--- src/rtl/key_conditioner.sv ---
// Push-button conditioner: sync, debounce, one-shot press pulse and long-hold
// pulse for KEY0 (start) and KEY1 (pause), two identical channels.
module key_conditioner #(
   parameter int unsigned DEBOUNCE_CYCLES = 1_000_000,
   parameter int unsigned HOLD_CYCLES     = 100_000_000,
   parameter int unsigned CNT_W           = 27
) (
   input  logic       clock,
   input  logic       reset,
   input  logic       key0_raw,
   input  logic       key1_raw,
   output logic       start,
   output logic       pause,
   output logic [1:0] key_level,
   output logic [1:0] hold_pulse
);

   typedef enum logic [1:0] {
      RELEASED = 2'd0,
      PRESSED  = 2'd1,
      HELD     = 2'd2
   } state_e;

   localparam logic [CNT_W-1:0] DB_LAST   = CNT_W'(DEBOUNCE_CYCLES - 1);
   localparam logic [CNT_W-1:0] HOLD_LAST = CNT_W'(HOLD_CYCLES - 1);
   localparam logic [CNT_W-1:0] ONE       = CNT_W'(1);

   logic [1:0]       raw;
   logic [1:0]       s1_q, s2_q;
   logic [1:0]       lvl_q, lvl_d;
   logic [1:0]       press_q, press_d;
   logic [1:0]       hold_q, hold_d;
   logic [CNT_W-1:0] dcnt_q [2];
   logic [CNT_W-1:0] dcnt_d [2];
   logic [CNT_W-1:0] hcnt_q [2];
   logic [CNT_W-1:0] hcnt_d [2];
   state_e           state_q [2];
   state_e           state_d [2];

   assign raw = {key1_raw, key0_raw};

   always_ff @(posedge clock) begin
      if (reset) begin
         s1_q    <= 2'b11;
         s2_q    <= 2'b11;
         lvl_q   <= 2'b11;
         press_q <= 2'b11;
         hold_q  <= 2'b00;
         for (int i = 0; i < 2; i++) begin
            dcnt_q[i]  <= '0;
            hcnt_q[i]  <= '0;
            state_q[i] <= RELEASED;
         end
      end else begin
         s1_q    <= raw;
         s2_q    <= s1_q;
         lvl_q   <= lvl_d;
         press_q <= press_d;
         hold_q  <= hold_d;
         for (int i = 0; i < 2; i++) begin
            dcnt_q[i]  <= dcnt_d[i];
            hcnt_q[i]  <= hcnt_d[i];
            state_q[i] <= state_d[i];
         end
      end
   end

   // The press pulse is registered on the same edge that accepts the new level.
   always_comb begin
      lvl_d   = lvl_q;
      press_d = 2'b11;
      hold_d  = 2'b00;
      for (int i = 0; i < 2; i++) begin
         dcnt_d[i]  = dcnt_q[i];
         hcnt_d[i]  = hcnt_q[i];
         state_d[i] = state_q[i];
      end
      for (int i = 0; i < 2; i++) begin
         if (s2_q[i] == lvl_q[i]) begin
            dcnt_d[i] = '0;
         end else if (dcnt_q[i] == DB_LAST) begin
            lvl_d[i]  = s2_q[i];
            dcnt_d[i] = '0;
         end else begin
            dcnt_d[i] = dcnt_q[i] + ONE;
         end
         unique case (state_q[i])
            RELEASED: begin
               if (lvl_q[i] && !lvl_d[i]) begin
                  state_d[i] = PRESSED;
                  press_d[i] = 1'b0;
                  hcnt_d[i]  = '0;
               end
            end
            PRESSED: begin
               if (lvl_d[i]) begin
                  state_d[i] = RELEASED;
                  hcnt_d[i]  = '0;
               end else if (hcnt_q[i] == HOLD_LAST) begin
                  state_d[i] = HELD;
                  hold_d[i]  = 1'b1;
               end else begin
                  hcnt_d[i] = hcnt_q[i] + ONE;
               end
            end
            HELD: begin
               if (lvl_d[i]) begin
                  state_d[i] = RELEASED;
                  hcnt_d[i]  = '0;
               end
            end
            default: begin
               state_d[i] = RELEASED;
               hcnt_d[i]  = '0;
            end
         endcase
      end
   end

   assign start      = press_q[0];
   assign pause      = press_q[1];
   assign key_level  = lvl_q;
   assign hold_pulse = hold_q;

endmodule

--- config.mk ---
export PLATFORM = sky130hd
export DESIGN_NAME = key_conditioner
export DESIGN_NICKNAME = d
export VERILOG_FILES = /design/src/rtl/key_conditioner.sv
export SDC_FILE = /design/constraint.sdc
export NUM_CORES = 1
export LEC_CHECK = 0
export BUFFER_PORTS_ARGS = -buffer_cell sky130_fd_sc_hd__buf_2
export CORE_MARGIN = 5
export CORE_UTILIZATION = 55
export CTS_CLUSTER_SIZE = 8
export DETAILED_ROUTE_END_ITERATION = 10
export PLACE_DENSITY = 0.71
export SETUP_SLACK_MARGIN = 0.02
export SLEW_MARGIN = 40
export SYNTH_ARGS = -nofsm -noshare
export SYNTH_HDL_FRONTEND = slang
export SYNTH_SLANG_ARGS = --single-unit
--- constraint.sdc ---
create_clock -name clock -period 5.7 [get_ports clock]
set_clock_uncertainty 0.05 [all_clocks]
set_input_delay 0.855 -clock clock [delete_from_list [all_inputs] [get_ports clock]]
set_output_delay 0.855 -clock clock [all_outputs]
set_load 0.05 [all_outputs]
* After elaboration in Yosys (flattened, before gate mapping) *
Memories as Yosys holds them, arrays and structs flattened.
Cells that the tools add are included.

cells by class
  add/subtract/negate cells = 4
  eq/ne operators = 10
  muxes and demuxes = 41
  bitwise logic cells = 10
  reduce and logical (&&, ||, !) cells = 10

operators with widths
  operator                                                                 number
  27-bit two-way mux                                                       16
  27-bit case mux with 3 select lines                                      2
  27-bit by 1-bit adder with 27-bit output, second input constant          4
  27-bit by 20-bit equality test with 1-bit output, second input constant  2
  27-bit equality test, second input constant                              2
  2-bit two-way mux                                                        10
  2-bit case mux with 3 select lines                                       2
  1-bit two-way mux                                                        11
  1-bit OR                                                                 6
  3-bit OR reduction                                                       2
  2-bit by 1-bit equality test with 1-bit output, second input constant    2
  2-bit equality test, second input constant                               2
  2-bit logical NOT                                                        2
  1-bit NOT                                                                4
  2-bit OR reduction                                                       2
  1-bit equality test                                                      2
  1-bit logical AND                                                        2
  1-bit logical NOT                                                        2

word-level totals
  bits in registers = 10
  bits in writable memories = 112
  bits of input ports = 4
  output and inout bits = 6
  logic and storage cells = 85
  memories = 3

memories
  name     depth  bits a word  rd ports  clocked after Yosys merged registers in  write ports  line  text
  dcnt_q   2      27           2         0                                        2            33    logic [CNT_W-1:0] dcnt_q [2];
  hcnt_q   2      27           2         0                                        2            35    logic [CNT_W-1:0] hcnt_q [2];
  state_q  2      2            2         0                                        2            37    state_e state_q [2];

* Longest topological paths before layout *
Gate-level depths: netlist of run 1.

  word-level depth = 8
  mapped depth = 10

* Worst setup path after synthesis of run 1 *
No wires, ideal clock.

  path kind = register to register
  from = memory dcnt_q[0][22]
  to = memory hcnt_q[0][10]
  data arrival time = 2.501 ns
  required time = 5.530 ns
  setup slack = 3.030 ns
  stages on the path, launching flop included = 9
  path buffers = 2
  period minus slack after synthesis = 2.670 ns
  path through = dfxtp_1 or4_4 or4_4 nor4_4 o21ai_2 and3b_1 buf_2 buf_6 a211o_1

RTL lines
  item         line
  from (decl)  33
  to (decl)    35

==> results of run 1 <==
==> power groups by stage <==
| stage | clock network, uW | logic (uW) | registers, uW |
|---|---|---|---|
| final | 978 | 17.1 | 856 |
| after global routing | 1040 | 18.8 | 855 |
| after CTS | 992 | 16.9 | 856 |
| after detailed placement | 0 | 17.0 | 874 |
| after global placement | 0 | 16.5 | 874 |
| after floorplan | 0 | 13.7 | 874 |
==> cell families after synthesis <==
family,synth area share [%]
fa+ha+maj,0.825
compound gates,11.0
mux,0.330
simple gates,36.3
xor+xnor,7.79
flops,40.2
buf+inv,3.48
==> placed cells by master (no fill, tap or decap), types with 16 or more instances in the layout <==
cell,instances
nand3_1,62
nand4_1,37
o21ai_0,18
nor2_1,91
nand2_1,47
xnor2_1,25
dfxtp_1,122
and3_1,27
xor2_1,29
nor3_1,18
or3_1,19
clkbuf_16,16
inv_1,28
==> sequential cells by signal, summed over array words and instances (netlist names) <==
signal and flops:
hold_pulse 2, hcnt_q 54, s1_q 2, dcnt_q 54, press_q 2, key_level 2, state_q 4, s2_q 2
==> final timing paths <==
kind / startpoint / to / slack (ps) / cells after the start
hold reg to reg: s1_q[1] / s2_q[1] / 360 / 1
hold / removal: s1_q[1] / s2_q[1] / 360 / 1
setup reg to reg: hcnt_q[0][16] / hcnt_q[0][8] / 2540 / 6
setup / recovery: hcnt_q[0][16] / hcnt_q[0][8] / 2540 / 6
==> worst reg2reg max path, stage by stage, from the launching register on <==
cell,delay (ps)
dfxtp_1,470
nand4_1,180
or4b_2,730
o41ai_1,380
a21boi_1,330
and3b_1,700
a221o_1,270
==> final cells by class <==
cell class | instances | area share (%)
Clock inverter | 15 | 1.92
Clock buffer | 17 | 6.10
Sequential cell | 122 | 36.0
Multi-Input combinational cell | 549 | 50.8
Inverter | 28 | 1.55
Tap cell | 140 | 2.58
Timing Repair Buffer | 13 | 1.11
==> per-stage QoR <==
step	util, %	instances	worst slack [ps]	area, sq um	hold slack, ps
floorplan	-	724	3030	6070	339
global placement	57.2	851	2280	6210	342
detailed placement	57.6	852	2590	6240	344
CTS	62.6	884	2560	6780	358
global route	62.7	884	2300	6790	371
finish	62.7	884	2540	6790	357
==> per-layer routing <==
layer  routed length, um  GRT usage (%)  vias to the layer above
met4                 157           6.96                        0
met5                   0              0                        -
met3                 619           6.05                       18
li1                    -              -                     2680
met1                6230           27.0                     2565
met2                6510           35.7                      118
==> cell usage after synthesis (8+ instances only) <==
cell      number
nand4_1       37
clkbuf_1      20
xnor2_1       25
and4_1        12
inv_1         28
nand3_1       62
and3_1        27
nor4_1        13
a21oi_1       13
a31oi_1        8
o21ai_0       18
or3_1         20
dfxtp_1      122
xor2_1        29
nand2_1       48
nor2_1        91
nor3_1        21
==> impl_metrics.toml, run 1 <==
[timing]
fin_crit_sh_pct = 55.5
final-hold-violation-count = 0
period_needed_ps = 3160
worstMarginPinSlew_ps = 758
slew_headroom_pct = 49.0
finalSetupViolations = 0
fmax_mhz = 316
rsz0062_at_grt = "false"
setup_tns_ps = 0
drv_slew = 0

[synth]
synth.distinct_cells = 62
synthFlopType = "dfxtp_1"
yosys_warnings = 0
synth_top_area_share_pct = 40.2
syn_area_per_cell_sq_um = 8.38
synth_nets = 732
synth_edf_count = 0
netlist_instances = 724
synth-seq-cells = 122
synth_top_cell_by_area = "dfxtp_1"
seq_area_frac_synth_pct = 40.2
synth_area_sq_mm = 0.00607
yosys-top-cells-area = "dfxtp_1 (40%), nor2_1 (5.6%), nand3_1 (5.1%)"
async_flop_share_pct = 0

[layout]
nFillCells = 910
area_growth_pct = 11.9
diodes = 0
drive_above_1_share_pct = 10.3
register_area_sq_mm = 0.00244
layout.nets = 739
multi_input_area_sq_mm = 0.00345

[clocking]
root_buffer = "clkbuf_8"
clk_pin_slew_ps = 60
htreeDepth = 4
cts_setup_buffers = 0
cts_buffer_depth = 2
cts_tree = "done"
numCtsBuffers = 17
postCtsHoldBufs = 0
cts_resized = 0
cts_sinks = 122
worstSkewPairLatency_ps = 530

[global_routing]
grt_pass1_wl_um = 23400
grt_antenna_before_repair = 0
grt_max_degree = 40
grt_pass1_vias = 5121
grt_usage_pct = 21.5
overflow = 0

[critical_path]
critical-path-max-stage-delay_ps = 720
setup.worst_path.start_class = "register"
crit_arrival_ps = 3580
cp_max_fo = 17
crit_slowest_cell = "or4b_2"
crit_family = "simple AND/OR/NAND/NOR gates"
crit_type = "reg2reg"
end_kind = "register"
crit_buf_inv = 0
crit_path_cell_trace = "nand4_1, or4b_2, o41ai_1, a21boi_1, and3b_1, a221o_1"
critPathRequiredTime_ps = 6120

[drt]
wirelength_um = 13500
first_pass_iters = 5
viasPerCell = 6.09
drc = 0
drtIter0Drc = 339
ant_nets = 0
wl_per_cell_um = 15.3
via_count = 5381

[power]
power_frac_comb_pct = 0.9
p_clk_share_pct = 52.8
pwr-share-seq_pct = 46.2
switching_share_pct = 22.5
internal_power_uw = 1430
ir_drop_uv = 233
p_switching_uw = 417
p_total_uw = 1850
p_leak_uw = 0.00224
power.density_mw_per_mm2 = 272

[run]
drv_cap = 0

[floorplanning]
die_area_sq_mm = 0.0132
die_x_um = 115
initial_utilization_pct = 56.0
core_area_sq_mm = 0.0108
placementRows = 38
io_pins = 10
die_h_um = 115

[run_status]
outcome = "complete, no violations"

[placed_design]
io_buffers = 9
dp_hpwl_um = 9060
place_congestion = 0.896

[min_path]
hold_class = "reg2reg"
Note: power is estimated with default switching activity, not from simulation.
==> run 2, diff against run 1 <==
Settings changed: ABC_AREA from default to 1, PLACE_DENSITY 0.71 to 0.74.
Clock period 5.7 ns to 2.55 ns, I/O delays scaled along.
==> run 2 against run 1 <==
Area after synthesis up 19%; core utilization decreased by 0.18 points; largest power group unchanged; worst setup slack got worse by 2200 ps; clock-buffer cell count is 5 higher; highest routed layer unchanged; via count increased by 30%; die area up 17%; critical endpoint is now hcnt_q[0][51]; global-route usage rose by 0.97 points.
==> impl_metrics.toml, run 2 <==
[synth]
synth_nets = 1142
seq_area_frac_synth_pct = 33.8
synth_edf_count = 0
synth_common_cells = "nand2_1 (291), nor2_1 (199), dfxtp_1 (122)"
synth_top_area_share_pct = 33.8
yosys-top-cells-area = "dfxtp_1 (34%), nand2_1 (15%), nor2_1 (10%)"
synth_top_cell_by_area = "dfxtp_1"
yosysMostFrequentCell = "nand2_1"
synthFlopType = "dfxtp_1"
yosys_warnings = 0
synth_area_sq_mm = 0.00723
synth.distinct_cells = 42
syn_area_per_cell_sq_um = 6.38
async_flop_share_pct = 0
synth-seq-cells = 122
netlist_instances = 1134

[drt]
drtIter0Drc = 554
ant_nets = 0
viasPerCell = 5.25
via_count = 7014
drc = 0
first_pass_iters = 6
wirelength_um = 17100
wl_per_cell_um = 12.8

[critical_path]
setup.worst_path.start_class = "register"
end_kind = "register"
critPathRequiredTime_ps = 2860
crit_type = "reg2reg"
crit_arrival_ps = 2560
cp_max_fo = 22

[clocking]
clk_pin_slew_ps = 50
cts_sinks = 122
root_buffer = "clkbuf_16"
cts_buffer_depth = 2
numCtsBuffers = 17
worstSkewPairLatency_ps = 420
cts_tree = "done"
htreeDepth = 4

[global_routing]
overflow = 0
grt_pass1_wl_um = 29400
grt_antenna_before_repair = 0
grt_usage_pct = 22.5
grt_pass1_vias = 6492
grt_max_degree = 23

[placed_design]
place_congestion = 0.966
dp_hpwl_um = 12700
io_buffers = 9

[run_status]
outcome = "complete, no violations"

[floorplanning]
io_pins = 10
core_area_sq_mm = 0.0128
initial_utilization_pct = 56.6
die_h_um = 125
die_x_um = 125
placementRows = 41
die_area_sq_mm = 0.0155

[layout]
drive_above_1_share_pct = 10.9
final_common_cell = "nand2_1"
nFillCells = 1246
largest_registers = "dcnt_q (54), hcnt_q (54), state_q (4)"
layout.nets = 1160
area_growth_pct = 10.4
diodes = 0
final_cell_mix = "nand2_1 (291), nor2_1 (199), dfxtp_1 (122), inv_1 (118), nand3_1 (101)"

[timing]
slew_headroom_pct = 55.2
drv_slew = 0
finalSetupViolations = 0
fin_crit_sh_pct = 88.2
rsz0062_at_grt = "false"
fmax_mhz = 445
final-hold-violation-count = 0
finalHoldWorstSlack_ps = 103
period_needed_ps = 2250
setup_tns_ps = 0
worstMarginPinSlew_ps = 666

[power]
p_total_uw = 4320
p_leak_uw = 0.00287
power.density_mw_per_mm2 = 541
ir_drop_uv = 487

[run]
drv_cap = 0

[min_path]
hold_class = "in2reg"
run 2: cell types whose count changed after synthesis, sizes merged, moves of 13 or more:
cell | previous run | this run
or3 | 21 | 1
nor2 | 91 | 216
and3 | 27 | 2
nand3 | 62 | 108
nand2 | 48 | 309
nor3 | 22 | 39
xnor2 | 25 | 9
and4 | 13 | 0
nor4 | 16 | 3
a21oi | 13 | 57
inv | 28 | 123
run 2: logic make-up (layout without fill, tap and decap cells):
| group | Yosys count | count (layout) | synth area share, % |
|---|---|---|---|
| AO/OA/AOI/OAI | 86 | 86 | 6.78 |
| flip-flops | 122 | 122 | 33.8 |
| XOR/XNOR | 28 | 28 | 3.39 |
| adder cells (fa/ha/maj) | 4 | 4 | 0.692 |
| buffers and inverters | 149 | 178 | 8.50 |
| AND/OR/NAND/NOR | 745 | 745 | 46.9 |
run 2: per-stage QoR:
step,area (sq um),instances,worst slack [ps],util [%]
2_1_floorplan,7230,1134,738,-
3_3_place_gp,7450,1305,345,58.4
3_5_place_dp,7450,1305,259,58.4
4_1_cts,7980,1335,252,62.4
5_1_grt,7980,1335,70.6,62.5
6_report,7980,1335,301,62.5
run 2: layout make-up:
cell class	count	area, sq um	share of cell area (%)
inverters	124	465	5.83
clock inverters	8	47.5	0.596
repair buffers	24	158	1.98
flip-flops and latches	122	2440	30.6
well taps	172	215	2.70
clock buffers	22	474	5.94
multi-input cells	863	4180	52.4
run 2: metal layers:
metal,global-route usage (%),wire (um),up-vias
li1,-,-,3662
met1,29.0,7960,3142
met2,37.0,7960,180
met3,4.85,884,30
met4,8.06,342,0
met5,0,0,-
run 2: path summary, 6_finish.rpt:
check	from	to	slack [ps]	cells after the start
min reg2reg	dcnt_q[0][0]	dcnt_q[0][0]	390	1
min	key0_raw	s1_q[0]	100	2
max reg2reg	dcnt_q[0][27]	hcnt_q[0][51]	300	13
max	dcnt_q[0][27]	hcnt_q[0][51]	300	13
run 2: critical path: stages (launching register included):
cell     delay (ps)
dfxtp_1         350
ha_1            190
nand2_1         110
nor2_4          140
nand3_2          80
nor2_2          120
nand2_1         100
nand2_1          80
nand2_2         160
nand3_2         210
nand2_4         200
nor2_2          240
nand2_1          90
nand2_1          70
run 2: timing repair:
action,4_1_cts,5_1_grt
gates resized for setup,0,1
setup endpoints to repair,0,2
hold buffers,0,0
buffers inserted,0,0
run 2: power by group:
part	switching, uW	leakage, uW	internal [uW]
Sequential	31.4	0.000984	1930
Combinational	153	0.00163	63.3
Clock	841	0.000253	1290
Total	1030	0.00287	3290
